**src/rtl/mem_port_arbiter.sv**
```systemverilog
// Two-requester arbiter for the single-port MEM_WB RAM (fetch read-only, data read/write).
// Optional build macro ARB_ROUND_ROBIN_EN: alternate ties instead of fixed data-over-fetch priority.
module mem_port_arbiter #(
  parameter int ADDR_W  = 11,
  parameter int DATA_W  = 32,
  parameter int TIMEOUT = 15
) (
  input  logic              clk,
  input  logic              rst_n,
  input  logic              i_req,
  input  logic [ADDR_W-1:0] i_addr,
  output logic              i_gnt,
  output logic [DATA_W-1:0] i_rdata,
  output logic              i_valid,
  input  logic              d_req,
  input  logic              d_we,
  input  logic [ADDR_W-1:0] d_addr,
  input  logic [DATA_W-1:0] d_wdata,
  output logic              d_gnt,
  output logic [DATA_W-1:0] d_rdata,
  output logic              d_valid,
  output logic [ADDR_W-1:0] mem_addr,
  output logic [DATA_W-1:0] mem_din,
  output logic              mem_nd,
  output logic              mem_we,
  input  logic [DATA_W-1:0] mem_dout,
  input  logic              mem_rdy,
  output logic              busy,
  output logic              err_tmo
);

  typedef enum logic [1:0] {IDLE, ISSUE, WAIT} state_t;

  localparam logic [3:0] TMO_LAST = 4'(TIMEOUT - 1);

  state_t            state_q, state_d;
  logic              owner_q, owner_d;   // 1 = data port owns the access
  logic              we_q, we_d;
  logic [3:0]        cnt_q, cnt_d;
  logic [ADDR_W-1:0] mem_addr_q, mem_addr_d;
  logic [DATA_W-1:0] mem_din_q, mem_din_d;
  logic              mem_nd_q, mem_nd_d;
  logic              mem_we_q, mem_we_d;
  logic              i_gnt_q, i_gnt_d;
  logic              d_gnt_q, d_gnt_d;
  logic              i_valid_q, i_valid_d;
  logic              d_valid_q, d_valid_d;
  logic [DATA_W-1:0] i_rdata_q, i_rdata_d;
  logic [DATA_W-1:0] d_rdata_q, d_rdata_d;
  logic              busy_q, busy_d;
  logic              err_tmo_q, err_tmo_d;
  logic              pick_d;
`ifdef ARB_ROUND_ROBIN_EN
  logic              last_d_q, last_d_d;
`endif

  always_comb begin
`ifdef ARB_ROUND_ROBIN_EN
    pick_d = d_req && (!i_req || !last_d_q);
`else
    pick_d = d_req;
`endif
  end

  always_comb begin
    state_d    = state_q;
    owner_d    = owner_q;
    we_d       = we_q;
    cnt_d      = cnt_q;
    mem_addr_d = mem_addr_q;
    mem_din_d  = mem_din_q;
    i_rdata_d  = i_rdata_q;
    d_rdata_d  = d_rdata_q;
    mem_nd_d   = 1'b0;
    mem_we_d   = 1'b0;
    i_gnt_d    = 1'b0;
    d_gnt_d    = 1'b0;
    i_valid_d  = 1'b0;
    d_valid_d  = 1'b0;
    err_tmo_d  = 1'b0;
`ifdef ARB_ROUND_ROBIN_EN
    last_d_d   = last_d_q;
`endif
    case (state_q)
      IDLE: begin
        if (i_req || d_req) begin
          owner_d    = pick_d;
          we_d       = pick_d && d_we;
          mem_addr_d = pick_d ? d_addr : i_addr;
          if (pick_d) mem_din_d = d_wdata;
          d_gnt_d    = pick_d;
          i_gnt_d    = !pick_d;
          mem_we_d   = pick_d && d_we;
          mem_nd_d   = !(pick_d && d_we);
          state_d    = ISSUE;
`ifdef ARB_ROUND_ROBIN_EN
          last_d_d   = pick_d;
`endif
        end
      end
      ISSUE: begin
        cnt_d   = 4'd0;
        state_d = WAIT;
      end
      WAIT: begin
        if (we_q || mem_rdy) begin
          // mem_dout is sampled only for a read that has seen rdy
          if (!we_q) begin
            if (owner_q) d_rdata_d = mem_dout;
            else         i_rdata_d = mem_dout;
          end
          d_valid_d = owner_q;
          i_valid_d = !owner_q;
          state_d   = IDLE;
        end else if (cnt_q == TMO_LAST) begin
          err_tmo_d = 1'b1;
          state_d   = IDLE;
        end else begin
          cnt_d = cnt_q + 4'd1;
        end
      end
      default: state_d = IDLE;
    endcase
    busy_d = (state_d != IDLE);
  end

  always_ff @(posedge clk or negedge rst_n) begin
    if (!rst_n) begin
      state_q    <= IDLE;
      owner_q    <= 1'b0;
      we_q       <= 1'b0;
      cnt_q      <= 4'd0;
      mem_addr_q <= '0;
      mem_din_q  <= '0;
      mem_nd_q   <= 1'b0;
      mem_we_q   <= 1'b0;
      i_gnt_q    <= 1'b0;
      d_gnt_q    <= 1'b0;
      i_valid_q  <= 1'b0;
      d_valid_q  <= 1'b0;
      i_rdata_q  <= '0;
      d_rdata_q  <= '0;
      busy_q     <= 1'b0;
      err_tmo_q  <= 1'b0;
`ifdef ARB_ROUND_ROBIN_EN
      last_d_q   <= 1'b0;
`endif
    end else begin
      state_q    <= state_d;
      owner_q    <= owner_d;
      we_q       <= we_d;
      cnt_q      <= cnt_d;
      mem_addr_q <= mem_addr_d;
      mem_din_q  <= mem_din_d;
      mem_nd_q   <= mem_nd_d;
      mem_we_q   <= mem_we_d;
      i_gnt_q    <= i_gnt_d;
      d_gnt_q    <= d_gnt_d;
      i_valid_q  <= i_valid_d;
      d_valid_q  <= d_valid_d;
      i_rdata_q  <= i_rdata_d;
      d_rdata_q  <= d_rdata_d;
      busy_q     <= busy_d;
      err_tmo_q  <= err_tmo_d;
`ifdef ARB_ROUND_ROBIN_EN
      last_d_q   <= last_d_d;
`endif
    end
  end

  assign mem_addr = mem_addr_q;
  assign mem_din  = mem_din_q;
  assign mem_nd   = mem_nd_q;
  assign mem_we   = mem_we_q;
  assign i_gnt    = i_gnt_q;
  assign d_gnt    = d_gnt_q;
  assign i_valid  = i_valid_q;
  assign d_valid  = d_valid_q;
  assign i_rdata  = i_rdata_q;
  assign d_rdata  = d_rdata_q;
  assign busy     = busy_q;
  assign err_tmo  = err_tmo_q;

endmodule

```
**config.mk**
```make
export PLATFORM = sky130hd
export DESIGN_NAME = mem_port_arbiter
export DESIGN_NICKNAME = d
export VERILOG_FILES = /design/src/rtl/mem_port_arbiter.sv
export SDC_FILE = /design/constraint.sdc
export NUM_CORES = 1
export LEC_CHECK = 0
export CORE_ASPECT_RATIO = 0.75
export CORE_UTILIZATION = 45
export DETAILED_ROUTE_END_ITERATION = 10
export GPL_TIMING_DRIVEN = 1
export MAX_ROUTING_LAYER = met4
export PLACE_DENSITY = 0.93
export SKIP_CTS_REPAIR_TIMING = 1
export SYNTH_ARGS = -nofsm -noshare
export SYNTH_HDL_FRONTEND = slang
export SYNTH_SLANG_ARGS = --single-unit
```
**constraint.sdc**
```tcl
create_clock -name clk -period 3.84 [get_ports clk]
set_input_delay 0.768 -clock clk [delete_from_list [all_inputs] [get_ports clk]]
set_output_delay 0.768 -clock clk [all_outputs]
set_load 0.01 [all_outputs]
```
==> metrics.csv, run 1 <==
metric,value,unit
layout-drive-gt1-share,0.297,
synth_top_area_frac,0.646,
io-pin-count,207,
maxSlewViolCount,0,
cts_tree,built,
drc_errors,2,
routedLengthMet1,4770,um
die_h,91.1,um
die_x,121,um
crit_path_start,d_req,
cap_violations,0,
start_util,0.463,
final.period_utilization,0.610,
syn_nets,393,
route.vias.total,3298,
rsz0062_at_grt,no,
routed-wl-met2,5470,um
place_ws,1.06,ns
synth_ff_type,dfrtp_1,
peakVddDrop,498,uV
grt_pass1_wl,17800,um
areaGrowthSynthToFinish,58.4,%
ys_seq_area_frac,0.646,
synth_edf_count,0,
final.min_clock_period,2.34,ns
clock_sinks,123,
antenna_found_initial,0,
fmax,0.427,GHz
numCtsBuffers,17,
grt_max_degree,71,
reg2reg_slack,1.76,ns
synth_common_cells,"dfrtp_1 (123), mux2_2 (116), buf_2 (8)",
instances_no_fill,662,
drt.antenna.violating_nets,0,
relSlewSlack,0.424,
cp.arrival,2.62,ns
clkTransAtPathRegs,0.05,ns
cts_max_path_buffers,2,
outcome,finished with violations,
finalNetCount,608,
p_leak,3.20,nW
gp_congestion,0.811,
top_layer,met4,
critPathRequiredTime,4.12,ns
holdWs,0.484,ns
htreeDepth,4,
yosys.area.top_type,dfrtp_1,
port_buffers,206,
hold_class,in2async,
cp-start-kind,primary input,
final.fill_count,636,
finalClockSkew,0.00899,ns
dp.cells,631,
dieArea,11000,um2
vias_per_cell,4.98,
grt_pass1_vias,3574,
grt_usage,0.217,
reg2reg_from,state_q[1],
met3_length,671,um
synthCells,299,
n_antenna_cell,0,
syn_area,4760,um2
tightest_slew,0.865,ns
cp_max_fo,25,
worstSetupPathType,in2reg,
fin_ws,1.50,ns
core,10300,um2
setup_viol_count_final,0,
end_kind,flip-flop,
drtPass1Iterations,7,
power_density,840,nW/um2
worstReg2RegEnd,mem_din[22],
async_flop_share,1.00,
r2r_cells,4,
insertion_delay,0.40,ns
yosysUniqueCellTypes,31,
synth_area_per_cell,15.9,um2
dp_hpwl,7720,um
setup_tns,0,ns
wire_per_inst,16.6,um
hold_viol_final,0,
drtIter0Drc,122,
grt_overflow,0,
placementRows,32,
cts_root_buf,clkbuf_16,
wl,11000,um
synth_seq_cells,123,
synth.most_common_cell,dfrtp_1,
ys_warn_count,0,
fin_util,0.733,
violations,DRC,
synth_area_leaders,"dfrtp_1 (65%), mux2_2 (27%), buf_2 (0.84%)",
## through the flow
step	power, mW	cell area (um2)
final	6.34	7540
after global routing	6.67	7540
after CTS	6.41	7540
after detailed placement	4.84	6970
after global placement	4.73	6970
after floorplan	3.33	4760
## routing by layer
metal / track usage / vias up
met2: 0.353 / 140
met3: 0.0641 / 8
met4: 0.0586 / 0
li1: - / 1498
met5: - / -
met1: 0.265 / 1652
## power breakdown
part	internal, mW	switching [mW]	total (mW)	leakage (nW)
combinational	1.63	0.909	2.54	1.43
sequential	1.92	0.361	2.28	1.49
clock	0.979	0.543	1.52	0.281
## cells in the final DEF (no fill, tap or decap), drive strengths merged
cell / Yosys / routed
mux2: 118 / 118
a21oi: 1 / 1
ha: 2 / 2
clkinv: 0 / 6
dfrtp: 123 / 123
inv: 4 / 5
nand4: 1 / 1
a21o: 2 / 2
o211ai: 1 / 1
buf: 11 / 7
a311o: 1 / 1
nand3: 4 / 4
and4bb: 1 / 1
nand2: 3 / 3
o311a: 1 / 1
clkinvlp: 0 / 3
or2b: 1 / 1
nor2: 5 / 5
xnor2: 1 / 1
clkbuf: 5 / 19
o22ai: 1 / 1
o21ai: 4 / 4
nor4: 1 / 1
and2: 1 / 1
nor4b: 3 / 3
clkdlybuf4s50: 0 / 205
bufinv: 0 / 2
and4b: 1 / 1
or4b: 1 / 1
and3: 2 / 2
## logic make-up after synthesis
group / count (synthesis) / synth area share
flops: 123 / 0.646
mux: 118 / 0.279
simple gates: 24 / 0.0318
buf+inv: 20 / 0.0202
compound gates: 11 / 0.0155
fa+ha+maj: 2 / 0.00525
xor+xnor: 1 / 0.00184
## state kept, by name (all words and copies together) (netlist names)
| register | cells |
|---|---|
| d_rdata | 32 |
| i_rdata | 32 |
| mem_din | 32 |
| mem_addr | 11 |
| cnt_q | 4 |
| state_q | 2 |
| busy | 1 |
| d_gnt | 1 |
| d_valid | 1 |
| err_tmo | 1 |
| i_gnt | 1 |
| i_valid | 1 |
| mem_nd | 1 |
| mem_we | 1 |
| owner_q | 1 |
| we_q | 1 |
## worst max path at each step
stage,cells after the start,to
final,4,mem_din[22]
after global routing,4,mem_din[17]
after CTS,4,mem_din[22]
after detailed placement,4,mem_din[6]
after global placement,4,mem_din[20]
after floorplan,3,cnt_q[2]
## worst max-delay path, cell delays in order
cell and delay, ns:
clkdlybuf4s50_1 0.60, and2_1 0.46, buf_4 0.39, mux2_2 0.38
## cell type report
class	count	area [um2]	area share
clock buffer	19	453	0.0601
tap	136	170	0.0226
sequential	123	3080	0.408
multi-input combinational	156	1590	0.211
inverter	4	15.0	0.00199
timing repair buffer	212	2120	0.281
clock inverter	12	121	0.0161
Note: power is estimated with default switching activity, not from simulation.
==> run 2, diff against run 1 <==
--- a/config.mk
+++ b/config.mk
@@ -6,11 +6,11 @@
 export NUM_CORES = 1
 export LEC_CHECK = 0
 export CORE_ASPECT_RATIO = 0.75
-export CORE_UTILIZATION = 45
+export CORE_UTILIZATION = 42
 export DETAILED_ROUTE_END_ITERATION = 10
 export GPL_TIMING_DRIVEN = 1
 export MAX_ROUTING_LAYER = met4
-export PLACE_DENSITY = 0.93
+export PLACE_DENSITY = 0.88
 export SKIP_CTS_REPAIR_TIMING = 1
 export SYNTH_ARGS = -nofsm -noshare
 export SYNTH_HDL_FRONTEND = slang
==> constraint.sdc (replaced) <==
create_clock -name clk -period 2.4 [get_ports clk]
set_input_delay 0.48 -clock clk [delete_from_list [all_inputs] [get_ports clk]]
set_output_delay 0.48 -clock clk [all_outputs]
set_load 0.01 [all_outputs]
==> run 2 against run 1 <==
Compared with the run above: the flow still finishes with violations (DRC); first-iteration DRC count grew 34%; sequential share of layout area fell by 0.76 points; clock power is 76% higher; via count down 0.42%; utilization shrank 3.3 points; global-route usage fell by 0.43 points; critical path depth stayed put; total power up 65%; worst hold slack lost 0.42 ns; register-to-register slack got worse by 1.2 ns; flip-flop and latch count unchanged; cell area up 1.9%; critical path type unchanged; largest power group unchanged.
==> metrics.csv, run 2 (synthesis gave the netlist of run 1 again) <==
metric,value,unit
wire_per_inst,17.2,um
start_util,0.434,
fin_util,0.700,
drc_errors,30,
gp_congestion,0.760,
n_antenna_cell,0,
drtPass1Iterations,7,
holdWs,0.0621,ns
hold_viol_final,0,
grt_usage,0.213,
power_density,1360,nW/um2
final_area,7690,um2
placementRows,33,
tightest_slew,0.539,ns
route.vias.total,3284,
p_leak,3.26,nW
finalClockSkew,0.00707,ns
grt_pass1_vias,3646,
clkTransAtPathRegs,0.06,ns
vias_per_cell,4.89,
htreeDepth,4,
dp.cells,640,
cp-start-kind,primary input,
hold_class,in2async,
insertion_delay,0.40,ns
cts_max_path_buffers,2,
end_kind,flip-flop,
drt.antenna.violating_nets,0,
final.min_clock_period,1.89,ns
worstSetupPathType,in2reg,
port_buffers,206,
die_x,125,um
r2r_cells,3,
final.period_utilization,0.789,
rsz0062_at_grt,no,
relSlewSlack,0.641,
drtIter0Drc,163,
placed_area,7060,um2
dp_hpwl,8070,um
outcome,finished with violations,
clock_sinks,123,
numCtsBuffers,17,
critPathRequiredTime,2.67,ns
areaGrowthSynthToFinish,61.4,%
cts_root_buf,clkbuf_16,
violations,DRC,
cts_tree,built,
instances_no_fill,671,
layout_commonest_cell,clkdlybuf4s50_1,
critical_path_depth,4,
fin_total_pwr,10.5,mW
final_cell_mix,"clkdlybuf4s50_1 (205), dfrtp_1 (123), mux2_2 (116), clkbuf_16 (17), buf_4 (7)",
cp_max_fo,5,
fmax,0.528,GHz
grt_overflow,0,
crit_path_cell_trace,clkdlybuf4s50_1 > or4b_4 > o311a_1 > a311o_1,
io-pin-count,207,
die_h,94.2,um
path_buf_inv,1,
critPathTopFamily,compound AO/OA/AOI/OAI gates,
antenna_found_initial,0,
dieArea,11800,um2
grt_max_degree,48,
peakVddDrop,801,uV
layout-drive-gt1-share,0.301,
cap_violations,0,
place_ws,0.108,ns
crit_slowest_cell,or4b_4,
grt_pass1_wl,18600,um
setup_viol_count_final,0,
fin_ws,0.507,ns
slowest_delay,0.57,ns
final.fill_count,715,
setup_tns,0,ns
maxSlewViolCount,0,
wl,11500,um
cp.arrival,2.17,ns
finalNetCount,613,
core,11000,um2
run 2: per-layer routing:
metal	GRT usage	part of all wire	up-vias
met5	-	0	-
met4	0.0783	0.016	0
met3	0.0746	0.079	20
met2	0.361	0.50	146
met1	0.234	0.40	1614
li1	-	-	1504
run 2: final cells by class:
| class | count | area (um2) | share of cell area |
|---|---|---|---|
| Clock inverter | 11 | 169 | 0.0220 |
| Sequential cell | 123 | 3080 | 0.400 |
| Tap cell | 140 | 175 | 0.0228 |
| Inverter | 4 | 15.0 | 0.00195 |
| Multi-Input combinational cell | 156 | 1590 | 0.207 |
| Timing Repair Buffer | 217 | 2200 | 0.287 |
| Clock buffer | 20 | 457 | 0.0594 |
run 2: where the power goes:
part / switching, mW / total [mW] / internal [mW]
clock network: 0.888 / 2.67 / 1.78
registers: 0.563 / 3.63 / 3.07
logic: 1.51 / 4.17 / 2.65
total: 2.96 / 10.5 / 7.50
run 2: path summary, 6_finish.rpt:
kind                             start           to  slack [ns]
setup reg to reg            state_q[1]     cnt_q[2]        0.53
hold reg to reg            i_rdata[27]  i_rdata[27]        0.49
max in group asynchronous        rst_n  mem_din[31]        1.69
min in group clk           i_rdata[27]  i_rdata[27]        0.49
hold / removal                   rst_n  i_rdata[16]        0.06
setup / recovery               mem_rdy     cnt_q[2]        0.51
==> run 3, diff against run 2 <==
--- a/config.mk
+++ b/config.mk
@@ -6,11 +6,11 @@
 export NUM_CORES = 1
 export LEC_CHECK = 0
 export CORE_ASPECT_RATIO = 0.75
-export CORE_UTILIZATION = 42
+export CORE_UTILIZATION = 38
 export DETAILED_ROUTE_END_ITERATION = 10
 export GPL_TIMING_DRIVEN = 1
 export MAX_ROUTING_LAYER = met4
-export PLACE_DENSITY = 0.88
+export PLACE_DENSITY = 0.84
 export SKIP_CTS_REPAIR_TIMING = 1
 export SYNTH_ARGS = -nofsm -noshare
 export SYNTH_HDL_FRONTEND = slang
==> constraint.sdc (replaced) <==
create_clock -name clk -period 1.6 [get_ports clk]
set_input_delay 0.32 -clock clk [delete_from_list [all_inputs] [get_ports clk]]
set_output_delay 0.32 -clock clk [all_outputs]
set_load 0.01 [all_outputs]
==> run 3 against run 2 <==
Compared with the run above: the run ends with setup timing left; die area up 10%; global-route usage down 3.4 points; clock power up 47%; critical path depth down 1; critical endpoint unchanged; highest routed layer unchanged.
==> metrics.csv, run 3 (synthesis gave the netlist of run 1 again) <==
metric,value,unit
clkTransAtPathRegs,0.06,ns
cts_tree,built,
io-pin-count,207,
hold_class,in2async,
drt.antenna.violating_nets,0,
tightest_slew,0.405,ns
layout_commonest_cell,dfrtp_1,
drtPass1Iterations,7,
violations,setup timing,
insertion_delay,0.40,ns
n_antenna_cell,0,
route.vias.total,3407,
wl,12600,um
outcome,finished with violations,
rsz0062_at_grt,yes,
fin_total_pwr,15.8,mW
dieArea,13000,um2
cp-start-kind,flip-flop,
antenna_found_initial,0,
worstSetupPathType,reg2reg,
wire_per_inst,17.6,um
end_kind,flip-flop,
grt_pass1_vias,3504,
start_util,0.388,
grt_overflow,0,
p_leak,4.67,nW
fmax,0.599,GHz
fin_ws,-0.0681,ns
power_density,1900,nW/um2
numCtsBuffers,17,
final_cell_mix,"dfrtp_1 (122), dlymetal6s2s_1 (114), clkdlybuf4s50_1 (91), mux2_2 (86), mux2_4 (32)",
final_area,8330,um2
vias_per_cell,4.77,
grt_max_degree,77,
cts_root_buf,clkbuf_16,
grt_pass1_wl,17600,um
grt_usage,0.178,
placed_area,7190,um2
final.min_clock_period,1.67,ns
regArea,3080,um2
critPathRequiredTime,1.88,ns
setup_viol_count_final,18,
die_h,98.9,um
final.period_utilization,1.04,
multi_input_area,1730,um2
layout-drive-gt1-share,0.341,
maxSlewViolCount,0,
finalClockSkew,0.00742,ns
htreeDepth,4,
die_x,131,um
cts_max_path_buffers,2,
cp_max_fo,5,
cap_violations,0,
final.fill_count,846,
gp_congestion,0.760,
relSlewSlack,0.730,
cp.arrival,1.95,ns
clock_sinks,123,
areaGrowthSynthToFinish,74.9,%
peakVddDrop,880,uV
placementRows,35,
drc_errors,0,
port_buffers,206,
hold_viol_final,0,
r2r_cells,3,
finalNetCount,630,
drtIter0Drc,131,
core,12300,um2
dp_hpwl,7790,um
-- run 3: changes by cell type in the layout (fill, tap and decap cells not counted), moves of 2 or more --
cell	previous run	this run
buf_4	7	19
clkbuf_16	17	19
clkdlybuf4s50_1	205	91
clkinv_4	1	3
dlymetal6s2s_1	0	114
mux2_1	2	0
mux2_2	116	86
mux2_4	0	32
nor2_1	5	3
-- run 3: worst max-delay path, stage by stage, from the launching register on --
cell and delay, ns:
dfrtp_2 0.45, or4b_4 0.50, o311a_1 0.29, a311o_1 0.31
-- run 3: power by group --
| group | switching (mW) | internal [mW] |
|---|---|---|
| combinational | 2.44 | 4.07 |
| sequential | 0.778 | 4.60 |
| clock | 1.39 | 2.54 |
| total | 4.61 | 11.2 |
-- run 3: layout make-up --
cell class	count	area share
sequential	123	0.370
multi-input combinational	156	0.208
clock buffer	19	0.0544
timing repair buffer	234	0.321
inverter	4	0.00180
clock inverter	13	0.0201
tap	166	0.0249
-- run 3: path summary, 6_finish.rpt --
path | start | slack [ns] | to
worst max register to register | state_q[0] | -0.07 | cnt_q[2]
max in group asynchronous | rst_n | 0.70 | state_q[0]
min in group clk | d_rdata[26] | 0.50 | d_rdata[26]
worst min-delay path | rst_n | 0.28 | i_rdata[15]
worst min register to register | d_rdata[26] | 0.50 | d_rdata[26]
worst max-delay path | state_q[0] | -0.07 | cnt_q[2]
-- run 3: metal layers --
layer | routed length, um | share of wire | GRT usage
met5 | 0 | 0 | -
met2 | 6340 | 0.50 | 0.287
met1 | 5500 | 0.44 | 0.220
met3 | 610 | 0.049 | 0.0453
met4 | 109 | 0.0087 | 0.0599
-- run 3: through the flow --
step / std cells / util / setup slack [ns] / hold slack (ns) / TNS (ns)
after global routing: 715 / 0.679 / -0.105 / 0.266 / -1.49
final: 715 / 0.679 / -0.0681 / 0.281 / -0.397
after CTS: 711 / 0.637 / -0.0576 / -0.302 / -3.68
after floorplan: 299 / - / -0.107 / 0.0244 / -0.107
after global placement: 679 / 0.586 / -0.414 / 0.133 / -20.38
after detailed placement: 679 / 0.586 / -0.424 / 0.132 / -22.58
